===== config.mk =====
export PLATFORM = sky130hd
export DESIGN_NAME = watch_set_controller_flat
export DESIGN_NICKNAME = d
export VERILOG_FILES = /design/src/rtl/watch_set_if.sv /design/src/rtl/watch_set_controller.sv /design/src/flat_wrapper.sv
export SDC_FILE = /design/constraint.sdc
export NUM_CORES = 1
export LEC_CHECK = 0
export BUFFER_PORTS_ARGS = -buffer_cell sky130_fd_sc_hd__buf_2
export CORE_AREA = 2 2 39 41
export CTS_CLUSTER_DIAMETER = 40
export CTS_CLUSTER_SIZE = 14
export DETAILED_ROUTE_END_ITERATION = 8
export DIE_AREA = 0 0 41 43
export GPL_TIMING_DRIVEN = 0
export PLACE_DENSITY = 0.62
export SETUP_SLACK_MARGIN = 0.2
export SLEW_MARGIN = 15
export SYNTH_ARGS = -nofsm -noshare
export SYNTH_HDL_FRONTEND = slang
export SYNTH_SLANG_ARGS = --single-unit

===== constraint.sdc =====
create_clock -name clk -period 3.67 [get_ports clk]
set_clock_uncertainty 0.2 [all_clocks]
set_input_delay 0.367 -clock clk [delete_from_list [all_inputs] [get_ports clk]]
set_output_delay 0.367 -clock clk [all_outputs]
set_load 0.05 [all_outputs]

===== src/rtl/watch_set_if.sv =====
// watch_set_if: pulse inputs, carries and strobe/mode outputs between the watch
// counter chain and its set controller.
interface watch_set_if;
  logic       tick_1hz;
  logic       btn_mode;
  logic       btn_inc;
  logic       sec_carry;
  logic       min_carry;
  logic       sec_inc;
  logic       min_inc;
  logic       hr_inc;
  logic [1:0] mode;
  logic       setting;
  logic       blink;
  modport master (
    output tick_1hz, btn_mode, btn_inc, sec_carry, min_carry,
    input  sec_inc, min_inc, hr_inc, mode, setting, blink
  );
  modport slave (
    input  tick_1hz, btn_mode, btn_inc, sec_carry, min_carry,
    output sec_inc, min_inc, hr_inc, mode, setting, blink
  );
endinterface


===== src/rtl/watch_set_controller.sv =====
// watch_set_controller: run/set mode FSM steering increment strobes to the
// seconds/minutes/hours stages, with display blink phase and setting timeout.
module watch_set_controller #(
  parameter int TIMEOUT_TICKS = 10
) (
  input logic        clk,
  input logic        rst,
  watch_set_if.slave bus
);
  localparam logic [1:0] RUN     = 2'd0;
  localparam logic [1:0] SET_HR  = 2'd1;
  localparam logic [1:0] SET_MIN = 2'd2;
  localparam logic [3:0] LAST    = 4'(TIMEOUT_TICKS - 1);
  logic [1:0] state, state_d;
  logic [3:0] idle, idle_d;
  logic       blink_q, blink_d;
  logic       in_set, press, timeout;
  always_ff @(posedge clk or negedge rst)
    if (!rst) begin
      state   <= RUN;
      idle    <= '0;
      blink_q <= 1'b1;
    end else begin
      state   <= state_d;
      idle    <= idle_d;
      blink_q <= blink_d;
    end
  // a button press in the same cycle as a tick restarts the idle count, so the tick earns no credit
  always_comb begin
    in_set  = (state == SET_HR) || (state == SET_MIN);
    press   = bus.btn_mode | bus.btn_inc;
    timeout = in_set && bus.tick_1hz && !press && (idle == LAST);
    state_d = (!in_set && state != RUN) ? RUN :
              bus.btn_mode ? ((state == RUN) ? SET_HR : (state == SET_HR) ? SET_MIN : RUN) :
              timeout ? RUN : state;
    idle_d  = (!in_set || press || timeout) ? 4'd0 : idle + 4'(bus.tick_1hz);
    blink_d = (state == RUN || state_d != state || bus.btn_inc) ? 1'b1 : blink_q ^ bus.tick_1hz;
  end
  always_comb begin
    bus.sec_inc = (state == RUN) & bus.tick_1hz;
    bus.min_inc = (state == RUN) ? bus.sec_carry : (state == SET_MIN) & bus.btn_inc;
    bus.hr_inc  = (state == RUN) ? bus.min_carry : (state == SET_HR) & bus.btn_inc;
    bus.mode    = state;
    bus.setting = in_set;
    bus.blink   = blink_q;
  end
endmodule

===== src/flat_wrapper.sv =====
// flat-port wrapper written by rule: the top's interface ports become plain ports
module watch_set_controller_flat 
#(
  parameter int TIMEOUT_TICKS = 10
)
  (clk, rst, bus_tick_1hz, bus_btn_mode, bus_btn_inc, bus_sec_carry, bus_min_carry, bus_sec_inc, bus_min_inc, bus_hr_inc, bus_mode, bus_setting, bus_blink);
  watch_set_if bus_i ();
  input logic clk;
  input logic rst;
  input wire logic [$bits(bus_i.tick_1hz)-1:0] bus_tick_1hz;
  input wire logic [$bits(bus_i.btn_mode)-1:0] bus_btn_mode;
  input wire logic [$bits(bus_i.btn_inc)-1:0] bus_btn_inc;
  input wire logic [$bits(bus_i.sec_carry)-1:0] bus_sec_carry;
  input wire logic [$bits(bus_i.min_carry)-1:0] bus_min_carry;
  output wire logic [$bits(bus_i.sec_inc)-1:0] bus_sec_inc;
  output wire logic [$bits(bus_i.min_inc)-1:0] bus_min_inc;
  output wire logic [$bits(bus_i.hr_inc)-1:0] bus_hr_inc;
  output wire logic [$bits(bus_i.mode)-1:0] bus_mode;
  output wire logic [$bits(bus_i.setting)-1:0] bus_setting;
  output wire logic [$bits(bus_i.blink)-1:0] bus_blink;
  assign bus_i.tick_1hz = bus_tick_1hz;
  assign bus_i.btn_mode = bus_btn_mode;
  assign bus_i.btn_inc = bus_btn_inc;
  assign bus_i.sec_carry = bus_sec_carry;
  assign bus_i.min_carry = bus_min_carry;
  assign bus_sec_inc = bus_i.sec_inc;
  assign bus_min_inc = bus_i.min_inc;
  assign bus_hr_inc = bus_i.hr_inc;
  assign bus_mode = bus_i.mode;
  assign bus_setting = bus_i.setting;
  assign bus_blink = bus_i.blink;
  watch_set_controller #(.TIMEOUT_TICKS(TIMEOUT_TICKS)) u_core (.clk(clk), .rst(rst), .bus(bus_i));
endmodule

Word level (Yosys, flattened, before mapping)
Index checks and enable logic that the tools add are counted.

Memories: 0. Logic and storage cells: 35. Bits in writable memories: 0. Bits of input ports: 7. Output and inout bits: 7. Bits in read-only memories: 0. Register bits after elaboration: 7. Latch bits: 0.

Bitwise logic cells: 5. Muxes and demuxes: 9. $lt $le $gt $ge: 0. Multiply operators: 0. Reduce and logical (&&, ||, !) cells: 13. Shift operators: 0. Add/sub/neg operators: 1. Div/mod/pow operators: 0. Equality and inequality tests: 4.

Operators with widths (count): 2-bit 2-to-1 mux (5); 1-bit logical OR (5); 4-bit by 1-bit adder with 4-bit output (1); 4-bit == test (second input constant) (1); 1-bit logical AND (4); 4-bit 2-to-1 mux (1); 1-bit AND (3); 1-bit 2-to-1 mux (3); 2-bit by 1-bit == test with 1-bit output (second input constant) (1); 2-bit == test (second input constant) (1); 1-bit zero test (2); 2-bit zero test (1); 2-bit inequality test (1); 2-bit nonzero test (1); 1-bit bitwise OR (1); 1-bit XOR (1).

Depth between registers and ports, before layout
Gate-level depths: netlist of the first run.

Depth after elaboration: 12. Depth in mapped cells: 5. Depth with buffers taken out: 5.

Worst setup path before layout of the first run
No wires, ideal clock.

Path kind: register to register. Start point: register u_core.state[1], in the netlist u_core.bus.mode[1]. End point: register u_core.blink_q, in the netlist u_core.bus.blink. Setup time: 81 ps. Data required time: 3389 ps. Data arrival time: 2459 ps. Stages on the path, launching flop included: 6. Path slack: 929 ps. Clock period less this slack: 2741 ps. Cell sequence: dfrtp_1 -> inv_1 -> ha_1 -> or3b_4 -> or4_1 -> o211ai_1.

Word-level cells in the longest chain between the ends: 12. Elaborated cells between the ends (all ways): 19. Those cells by class: eq/ne (3); mux (6); reduce/logical (10).

RTL lines: start: declaration (line watch_set_controller.sv:14) `logic [1:0] state, state_d;`; start signal: assignment (line watch_set_controller.sv:24) `state <= state_d;`; 2-bit by 1-bit == test with 1-bit output / 2-bit == test (equally long branches) (line watch_set_controller.sv:30) `in_set = (state == SET_HR) || (state == SET_MIN);`; 1-bit logical OR (*) (line watch_set_controller.sv:30); named net bus_setting (line flat_wrapper.sv:19) `output wire logic [$bits(bus_i.setting)-1:0] bus_setting;`; 1-bit logical AND (3 in a row) (line watch_set_controller.sv:32) `timeout = in_set && bus.tick_1hz && !press && (idle == LAST);`; 2-bit 2-to-1 mux (line watch_set_controller.sv:35) `timeout ? RUN : state;`; 2-bit 2-to-1 mux (line watch_set_controller.sv:34) `bus.btn_mode ? ((state == RUN) ? SET_HR : (state == SET_HR) ? SET_MIN : RUN) :`; 2-bit 2-to-1 mux (*) (line watch_set_controller.sv:33) `state_d = (!in_set && state != RUN) ? RUN :`; 2-bit inequality test (*) (line watch_set_controller.sv:37) `blink_d = (state == RUN || state_d != state || bus.btn_inc) ? 1'b1 : blink_q ^ bus.tick_1hz;`; 1-bit logical OR (*) (2 in a row) (line watch_set_controller.sv:37); 1-bit 2-to-1 mux (*) (line watch_set_controller.sv:37); named net u_core.blink_d (line watch_set_controller.sv:16) `logic blink_q, blink_d;`; end signal: assignment (line watch_set_controller.sv:26) `blink_q <= blink_d;`; end: declaration (line watch_set_controller.sv:16).

The timed path passes the listed nets; every way through them passes the cells marked *.

Worst setup path in the final report of the first run
Start point: register u_core.state[1], in the netlist u_core.bus.mode[1]. End point: output port bus_min_inc.

Word-level cells in the longest chain between the ends: 3. Elaborated cells between the ends (all ways): 4. Those cells by class: eq/ne (1); mux (1); bitwise (1); reduce/logical (1).

RTL lines: 2-bit == test (line watch_set_controller.sv:41) `bus.min_inc = (state == RUN) ? bus.sec_carry : (state == SET_MIN) & bus.btn_inc;`; 1-bit AND (line watch_set_controller.sv:41); 1-bit 2-to-1 mux (*) (line watch_set_controller.sv:41); end: declaration (line flat_wrapper.sv:16) `output wire logic [$bits(bus_i.min_inc)-1:0] bus_min_inc;`.

Every way passes the cells marked *; elsewhere a longest branch is shown, timed or not.

==> results of run 1 <==
[layer usage]
metal / track usage / vias up / wire [µm]
met5: 0 / - / 0
met4: 0.06000 / 0 / 15
met3: 0.03141 / 2 / 50
met2: 0.1969 / 13 / 408
met1: 0.1400 / 193 / 389
li1: - / 206 / -
[registers in the layout, indices dropped and copies added, names as in the netlist]
register          flops
u_core.bus.mode       2
u_core.bus.blink      1
u_core.idle           4
[worst max path at each step]
stage	from	cells past startpoint	end	slack, ns
2_1_floorplan	u_core.bus.mode[1]$_DFF_PN0_	5	u_core.bus.blink$_DFF_PN1_	0.93
3_3_place_gp	u_core.bus.mode[0]$_DFF_PN0_	5	u_core.bus.blink$_DFF_PN1_	1.52
3_5_place_dp	u_core.bus.mode[0]$_DFF_PN0_	5	u_core.bus.blink$_DFF_PN1_	1.51
4_1_cts	u_core.bus.mode[0]$_DFF_PN0_	5	bus_min_inc	1.36
5_1_grt	u_core.bus.mode[0]$_DFF_PN0_	5	bus_hr_inc	1.24
6_report	u_core.bus.mode[1]$_DFF_PN0_	5	bus_min_inc	1.39
[worst reg2reg max path: cells and delay by family, from the launching register on]
family	cells	cell delay, ns
flops	1	0.47
buf+inv	1	0.14
simple gates	2	0.86
compound gates	1	0.11
fa+ha+maj	1	0.31
[layout make-up]
class	count	area (µm²)
Sequential cell	7	176.4
Fill cell	143	780.7
Tap cell	16	20.02
Timing Repair Buffer	14	75.07
Multi-Input combinational cell	35	286.5
Clock buffer	4	26.28
Inverter	5	18.77
[logic make-up after synthesis]
| logic type | count (synthesis) |
|---|---|
| and+or+nand+nor | 14 |
| AOI/OAI and AO/OA | 11 |
| buffers and inverters | 5 |
| xor gates and xnor gates | 3 |
| DFF | 7 |
| adders and majority gates | 7 |
[metrics by stage]
stage / setup slack (ns) / instances / util
finish: 1.394 / 81 / 0.4358
global route: 1.239 / 81 / 0.4358
CTS: 1.364 / 81 / 0.4358
detailed placement: 1.507 / 76 / 0.4096
global placement: 1.518 / 76 / 0.4096
floorplan: 0.9294 / 47 / -
[cells in the mapped netlist, drive strengths merged]
cell type	number
o211ai	1
o311ai	2
nor2	4
nand2	2
or3b	2
xor2	2
nor4	1
nand3	1
inv	5
o21a	1
a22o	2
and2	1
o221a	1
xnor2	1
o21bai	2
nor2b	1
dfrtp	6
or4	1
ha	7
a21oi	2
dfstp	1
nand4b	1
[layout by cell type (no fill, tap or decap), types with 2 or more instances in the layout]
master                      n
sky130_fd_sc_hd__ha_1       7
sky130_fd_sc_hd__inv_1      5
sky130_fd_sc_hd__a22o_1     2
sky130_fd_sc_hd__xor2_1     2
sky130_fd_sc_hd__buf_2     13
sky130_fd_sc_hd__a21oi_1    2
sky130_fd_sc_hd__clkbuf_4   3
sky130_fd_sc_hd__nand2_1    2
sky130_fd_sc_hd__dfrtp_1    6
sky130_fd_sc_hd__nor2_1     4
sky130_fd_sc_hd__o311ai_0   2
[power by group]
part           switching (mW)  internal [mW]
clock                  0.0253         0.0413
combinational           0.230          0.102
sequential             0.0259         0.0954
total                   0.281          0.239
[timing repair]
item,CTS,global route
hold buffers,1,0
endpoints found under the hold margin,7,0
resized for setup,0,0
==> tab_implementation.tex, run 1 <==
\begin{tabular}{lr}
\hline
Metric & Value \\
\hline
\multicolumn{2}{l}{\textbf{Hold path}} \\
Hold path startpoint & bus\_btn\_inc \\
Hold depth & 3 \\
End of the worst hold path & u\_core.bus.blink\$\_DFF\_PN1\_ \\
Worst hold path class & input pin to flop \\
\multicolumn{2}{l}{\textbf{CTS}} \\
Number of buffers on the longest clock path & 2 \\
Clock tree from TritonCTS & built \\
CTS H-tree depth & 1 \\
Sink Count & 7 \\
Inserted Clock Buffers & 3 \\
Clock-pin slew reported for the worst setup and hold paths after clock tree synthesis & 0.05 ns \\
Post-CTS Setup Inserts & 0 \\
Clock Tree Root & sky130\_fd\_sc\_hd\_\_clkbuf\_4 \\
Clock latency reported for the late side of the worst-skew pair & 0.24 ns \\
\multicolumn{2}{l}{\textbf{Power}} \\
Overall power & 0.5200 mW \\
Total leakage power & 0.2915 nW \\
Pwr per Cell Area & 862.3 nW/µm² \\
Worst vdd rail ir drop & 0.2919 mV \\
\multicolumn{2}{l}{\textbf{Synth}} \\
Synthesized netlist cell count & 47 \\
XOR/XNOR share of the synthesized area & 0.05455 \\
Area leader, netlist & sky130\_fd\_sc\_hd\_\_dfrtp\_1 \\
Mux contribution to synthesized area & 0 \\
Cell types occupying the most area after synthesis & sky130\_fd\_sc\_hd\_\_dfrtp\_1 (31\%), sky130\_fd\_sc\_hd\_\_ha\_1 (18\%), sky130\_fd\_sc\_hd\_\_dfstp\_2 (5.5\%), sky130\_fd\_sc\_hd\_\_inv\_1 (3.9\%), sky130\_fd\_sc\_hd\_\_a22o\_1 (3.6\%) \\
Seq/Total Area, Yosys & 0.3662 \\
Post-synthesis net count & 61 \\
Area share of the largest cell type after synthesis & 0.3117 \\
Synthesized-area fraction occupied by and/or/nand/nor cells & 0.1714 \\
Number of different library cells in the post-synthesis netlist & 24 \\
Count of state elements after synthesis & 7 \\
Synth Area per Inst & 10.25 µm² \\
Netlist area before placement & 481.7 µm² \\
Yosys synthesis warning count & 0 \\
Share of the synthesized area in compound gates (AO/OA/AOI/OAI) & 0.1870 \\
Combinational family with the most area after synthesis & compound AO/OA/AOI/OAI gates \\
Adder-cell area share of the yosys netlist & 0.1818 \\
\multicolumn{2}{l}{\textbf{Timing}} \\
Setup repair after global routing missed its margin & no \\
Achievable Freq & 439.4 MHz \\
Final setup violation count & 0 \\
Number of max-slew violations in the final report & 0 \\
Period minus WS final & 2.276 ns \\
Slew at the pin closest to its max-slew limit & 0.3417 ns \\
Final Hold Slack & 0.1852 ns \\
Setup tns final & 0 ns \\
Max-slew headroom & 0.7693 \\
Final worst path period share & 0.6201 \\
Number of failing hold endpoints at the final stage & 0 \\
\multicolumn{2}{l}{\textbf{Detailed routing}} \\
Detail-routed net length per standard cell & 10.67 µm \\
Detailed-route DRC error count & 0 \\
Number of routed nets with antenna violations & 0 \\
TritonRoute pass-1 iters & 2 \\
Initial detailed-routing violation count & 1 \\
Vias & 414 \\
Vias per Instance & 5.111 \\
Total Wirelength & 864 µm \\
\multicolumn{2}{l}{\textbf{Setup path}} \\
Ordered list of cells on the worst path & inv\_1 > ha\_1 > nor2b\_1 > a22o\_1 > buf\_2 \\
Type of destination of the critical path & output pin \\
CP startpoint kind & flop \\
Arrival time worst endpoint & 1.71 ns \\
Top delay family on crit path & flip-flops \\
Max stage delay on crit path & 0.47 ns \\
Setup slack, reg-to-reg & 1.51 ns \\
Slowest CP cell & sky130\_fd\_sc\_hd\_\_dfrtp\_1 \\
Critical Path Fanout Max & 8 \\
Required @ worst endpoint & 3.10 ns \\
Worst setup path class & flop to output pin \\
FF-to-FF Start & u\_core.bus.mode[1]\$\_DFF\_PN0\_ \\
Worst r2r dst & u\_core.bus.blink\$\_DFF\_PN1\_ \\
Total buffers and inverters traversed by the critical path & 2 \\
Reg2reg path depth & 5 \\
\multicolumn{2}{l}{\textbf{Outcome}} \\
Status & finished clean \\
\multicolumn{2}{l}{\textbf{Final layout}} \\
Area growth from synthesis to layout & 25.19\% \\
Number of antenna cells inserted & 0 \\
Fraction of final layout cells with drive strength greater than 1 & 0.3231 \\
Count of nets after finishing & 80 \\
Final cell area excluding filler cells & 603.1 µm² \\
\multicolumn{2}{l}{\textbf{Floorplan}} \\
Row count & 14 \\
Starting density of the core & 0.3481 \\
Core ar. & 1384 µm² \\
Horizontal die dimension & 41 µm \\
Die Ht & 43 µm \\
I/O Pins & 14 \\
Area of the die & 1763 µm² \\
\multicolumn{2}{l}{\textbf{GRT}} \\
Global-route wire length before repair & 1.449 mm \\
Largest net degree at the start of global routing & 9 \\
Leftover overflow at the end of global routing & 0 \\
Antenna violations before repair & 0 \\
Total Routing Usage GR & 0.1218 \\
Vias in the first global route & 355 \\
\multicolumn{2}{l}{\textbf{Flow run}} \\
Number of max-capacitance violations reported & 0 \\
\multicolumn{2}{l}{\textbf{Placement}} \\
Number of buffers inserted by port buffering & 13 \\
HPWL reported at the end of detailed placement & 706.6 µm \\
Routability Congestion & 0.6474 \\
Standard cell area after detailed placement & 566.8 µm² \\
\hline
\end{tabular}
(Power assumes the default switching activity.)
==> run 2, diff against run 1 <==
==> constraint.sdc (replaced) <==
create_clock -name clk -period 2.2 [get_ports clk]
set_clock_uncertainty 0.2 [all_clocks]
set_input_delay 0.22 -clock clk [delete_from_list [all_inputs] [get_ports clk]]
set_output_delay 0.22 -clock clk [all_outputs]
set_load 0.05 [all_outputs]
==> run 2 against run 1 <==
  * Non-clock buffer count up 3
  * Global-route usage up 0.90 points
  * Total power rose by 85%
  * Clock-buffer cell count stayed put
  * Hold slack lost 0.14 ns
  * Critical path type is now flop to flop
  * Largest cell class unchanged
==> tab_implementation.tex, run 2 (synthesis gave the netlist of run 1 again) <==
\begin{tabular}{lr}
\hline
Metric & Value \\
\hline
\multicolumn{2}{l}{\textbf{Detailed routing}} \\
Vias per Instance & 4.905 (-4.0\%) \\
Initial detailed-routing violation count & 1 (unchanged) \\
Total Wirelength & 964 µm (+12\%) \\
Number of routed nets with antenna violations & 0 (unchanged) \\
Vias & 412 (-0.48\%) \\
TritonRoute pass-1 iters & 2 (unchanged) \\
Detailed-route DRC error count & 0 (unchanged) \\
Detail-routed net length per standard cell & 11.48 µm (+7.6\%) \\
\multicolumn{2}{l}{\textbf{Floorplan}} \\
Area of the die & 1763 µm² (unchanged) \\
Die Ht & 43 µm (unchanged) \\
Horizontal die dimension & 41 µm (unchanged) \\
Row count & 14 (unchanged) \\
I/O Pins & 14 (unchanged) \\
Starting density of the core & 0.3481 (unchanged) \\
Core ar. & 1384 µm² (unchanged) \\
\multicolumn{2}{l}{\textbf{CTS}} \\
Sink Count & 7 (unchanged) \\
Clock tree from TritonCTS & built \\
Clock Tree Root & sky130\_fd\_sc\_hd\_\_clkbuf\_4 \\
Clock latency reported for the late side of the worst-skew pair & 0.24 ns (about the same) \\
Inserted Clock Buffers & 3 (unchanged) \\
Clock-pin slew reported for the worst setup and hold paths after clock tree synthesis & 0.05 ns (about the same) \\
Number of buffers on the longest clock path & 2 (unchanged) \\
CTS H-tree depth & 1 (unchanged) \\
\multicolumn{2}{l}{\textbf{Final layout}} \\
Multi-input gate area in the final layout & 299.0 µm² (+4.4\%) \\
Final non-filler cell total & 84 (+3.7\%) \\
Top reg by flops & u\_core.idle \\
Commonest cells after routing, fill and taps aside & sky130\_fd\_sc\_hd\_\_buf\_2 (13), sky130\_fd\_sc\_hd\_\_ha\_1 (6), sky130\_fd\_sc\_hd\_\_nor2\_1 (4), sky130\_fd\_sc\_hd\_\_dfrtp\_1 (4) \\
Fill cells & 146 (+2.1\%) \\
Number of antenna cells inserted & 0 (unchanged) \\
Fraction of final layout cells with drive strength greater than 1 & 0.4265 (+0.1034) \\
Count of nets after finishing & 83 (+3.8\%) \\
Final cell area excluding filler cells & 640.6 µm² (+6.2\%) \\
Area of all sequential standard cells & 178.9 µm² (+1.4\%) \\
Area growth from synthesis to layout & 32.99\% \\
Most common cell after layout, fill and taps aside & sky130\_fd\_sc\_hd\_\_buf\_2 \\
Flip-flop count of the largest register after layout & 4 (unchanged) \\
\multicolumn{2}{l}{\textbf{Setup path}} \\
Top delay family on crit path & simple AND/OR/NAND/NOR gates \\
Max stage delay on crit path & 0.40 ns (-0.07 ns) \\
Slowest CP cell & sky130\_fd\_sc\_hd\_\_dfrtp\_2 \\
Worst setup path class & flop to flop \\
Total buffers and inverters traversed by the critical path & 1 (-1) \\
Type of destination of the critical path & flop \\
Ordered list of cells on the worst path & inv\_2 > ha\_4 > or3b\_4 > or4\_1 > o211ai\_1 \\
Required @ worst endpoint & 2.16 ns (-0.94 ns) \\
Arrival time worst endpoint & 1.89 ns (+0.18 ns) \\
CP startpoint kind & flop \\
Critical Path Fanout Max & 5 (-3) \\
\multicolumn{2}{l}{\textbf{Flow run}} \\
Number of max-capacitance violations reported & 0 (unchanged) \\
\multicolumn{2}{l}{\textbf{Timing}} \\
Number of max-slew violations in the final report & 0 (unchanged) \\
Setup repair after global routing missed its margin & no \\
Slew at the pin closest to its max-slew limit & 0.2551 ns (-0.08661 ns) \\
Number of failing hold endpoints at the final stage & 0 (unchanged) \\
Max-slew headroom & 0.8272 (+0.05794) \\
Final setup violation count & 0 (unchanged) \\
Period minus WS final & 1.934 ns \\
Achievable Freq & 517.1 MHz \\
Final worst path period share & 0.8791 \\
\multicolumn{2}{l}{\textbf{GRT}} \\
Vias in the first global route & 385 (+8.5\%) \\
Leftover overflow at the end of global routing & 0 (unchanged) \\
Total Routing Usage GR & 0.1308 (+0.009004) \\
Global-route wire length before repair & 1.531 mm (+5.7\%) \\
Largest net degree at the start of global routing & 9 (unchanged) \\
Antenna violations before repair & 0 (unchanged) \\
\multicolumn{2}{l}{\textbf{Placement}} \\
Standard cell area after detailed placement & 581.8 µm² (+2.6\%) \\
Routability Congestion & 0.6903 (+6.6\%) \\
Number of buffers inserted by port buffering & 13 (unchanged) \\
HPWL reported at the end of detailed placement & 751.4 µm (+6.3\%) \\
Post-Place Cells & 76 (unchanged) \\
\multicolumn{2}{l}{\textbf{Power}} \\
Pwr per Cell Area & 1502 nW/µm² (+74\%) \\
Total leakage power & 0.3045 nW (+4.4\%) \\
Worst vdd rail ir drop & 0.5921 mV (+100\%) \\
\multicolumn{2}{l}{\textbf{Outcome}} \\
Status & finished clean \\
\multicolumn{2}{l}{\textbf{Hold path}} \\
Worst hold path class & input pin to flop \\
\hline
\end{tabular}
## run 2: stage by stage
step	util	setup slack [ns]	power (mW)	hold slack (ns)	setup TNS [ns]
after floorplan	-	-0.0006986	0.7109	-0.2756	-0.0006986
after global placement	0.4204	0.2451	0.8019	-0.1429	0
after detailed placement	0.4204	0.2381	0.8133	-0.1436	0
after CTS	0.4467	0.2250	0.9324	0.04096	0
after global routing	0.4629	0.2116	1.032	0.05615	0
final	0.4629	0.2660	0.9622	0.04644	0
## run 2: where the power goes
group | switching (mW) | internal [mW]
combinational | 0.426 | 0.233
clock | 0.0404 | 0.0688
sequential | 0.0303 | 0.163
total | 0.497 | 0.465
## run 2: metal layers
metal,global-route usage,routed length [µm],vias to the layer above
met5,0,0,-
met3,0.03141,54,2
met2,0.2063,495,11
li1,-,-,211
met1,0.1495,403,188
met4,0.08000,10,0
## run 2: cell type report
| class | instances | area share |
|---|---|---|
| clock buffer | 4 | 0.04102 |
| inverter | 5 | 0.02930 |
| multi-input combinational | 35 | 0.4668 |
| sequential | 7 | 0.2793 |
| tap | 16 | 0.03125 |
| timing repair buffer | 17 | 0.1523 |
## run 2: what timing repair did
action                     4_1_cts  5_1_grt
hold endpoints to repair         7        0
setup endpoints to repair        0        5
resized for setup                0        2
hold buffers                     1        0
buffers inserted                 0        3
## run 2: worst register-to-register path, delay by kind of cell, from the launching register on
| kind | cells | cell delay (ns) |
|---|---|---|
| AO/OA/AOI/OAI | 1 | 0.12 |
| buffers and inverters | 1 | 0.08 |
| adder cells (fa/ha/maj) | 1 | 0.27 |
| flip-flops | 1 | 0.40 |
| AND/OR/NAND/NOR | 2 | 0.79 |
## run 2: path summary, 6_finish.rpt
kind	startpoint	end	slack [ns]	cells past startpoint
max	u_core.bus.mode[1]$_DFF_PN0_	u_core.bus.blink$_DFF_PN1_	0.27	5
min	bus_btn_inc	u_core.bus.blink$_DFF_PN1_	0.05	3
max reg2reg	u_core.bus.mode[1]$_DFF_PN0_	u_core.bus.blink$_DFF_PN1_	0.27	5
min reg2reg	u_core.idle[3]$_DFF_PN0_	u_core.idle[3]$_DFF_PN0_	0.36	2
max in group asynchronous	rst	u_core.bus.blink$_DFF_PN1_	1.44	2
min in group asynchronous	rst	u_core.bus.mode[0]$_DFF_PN0_	0.14	2
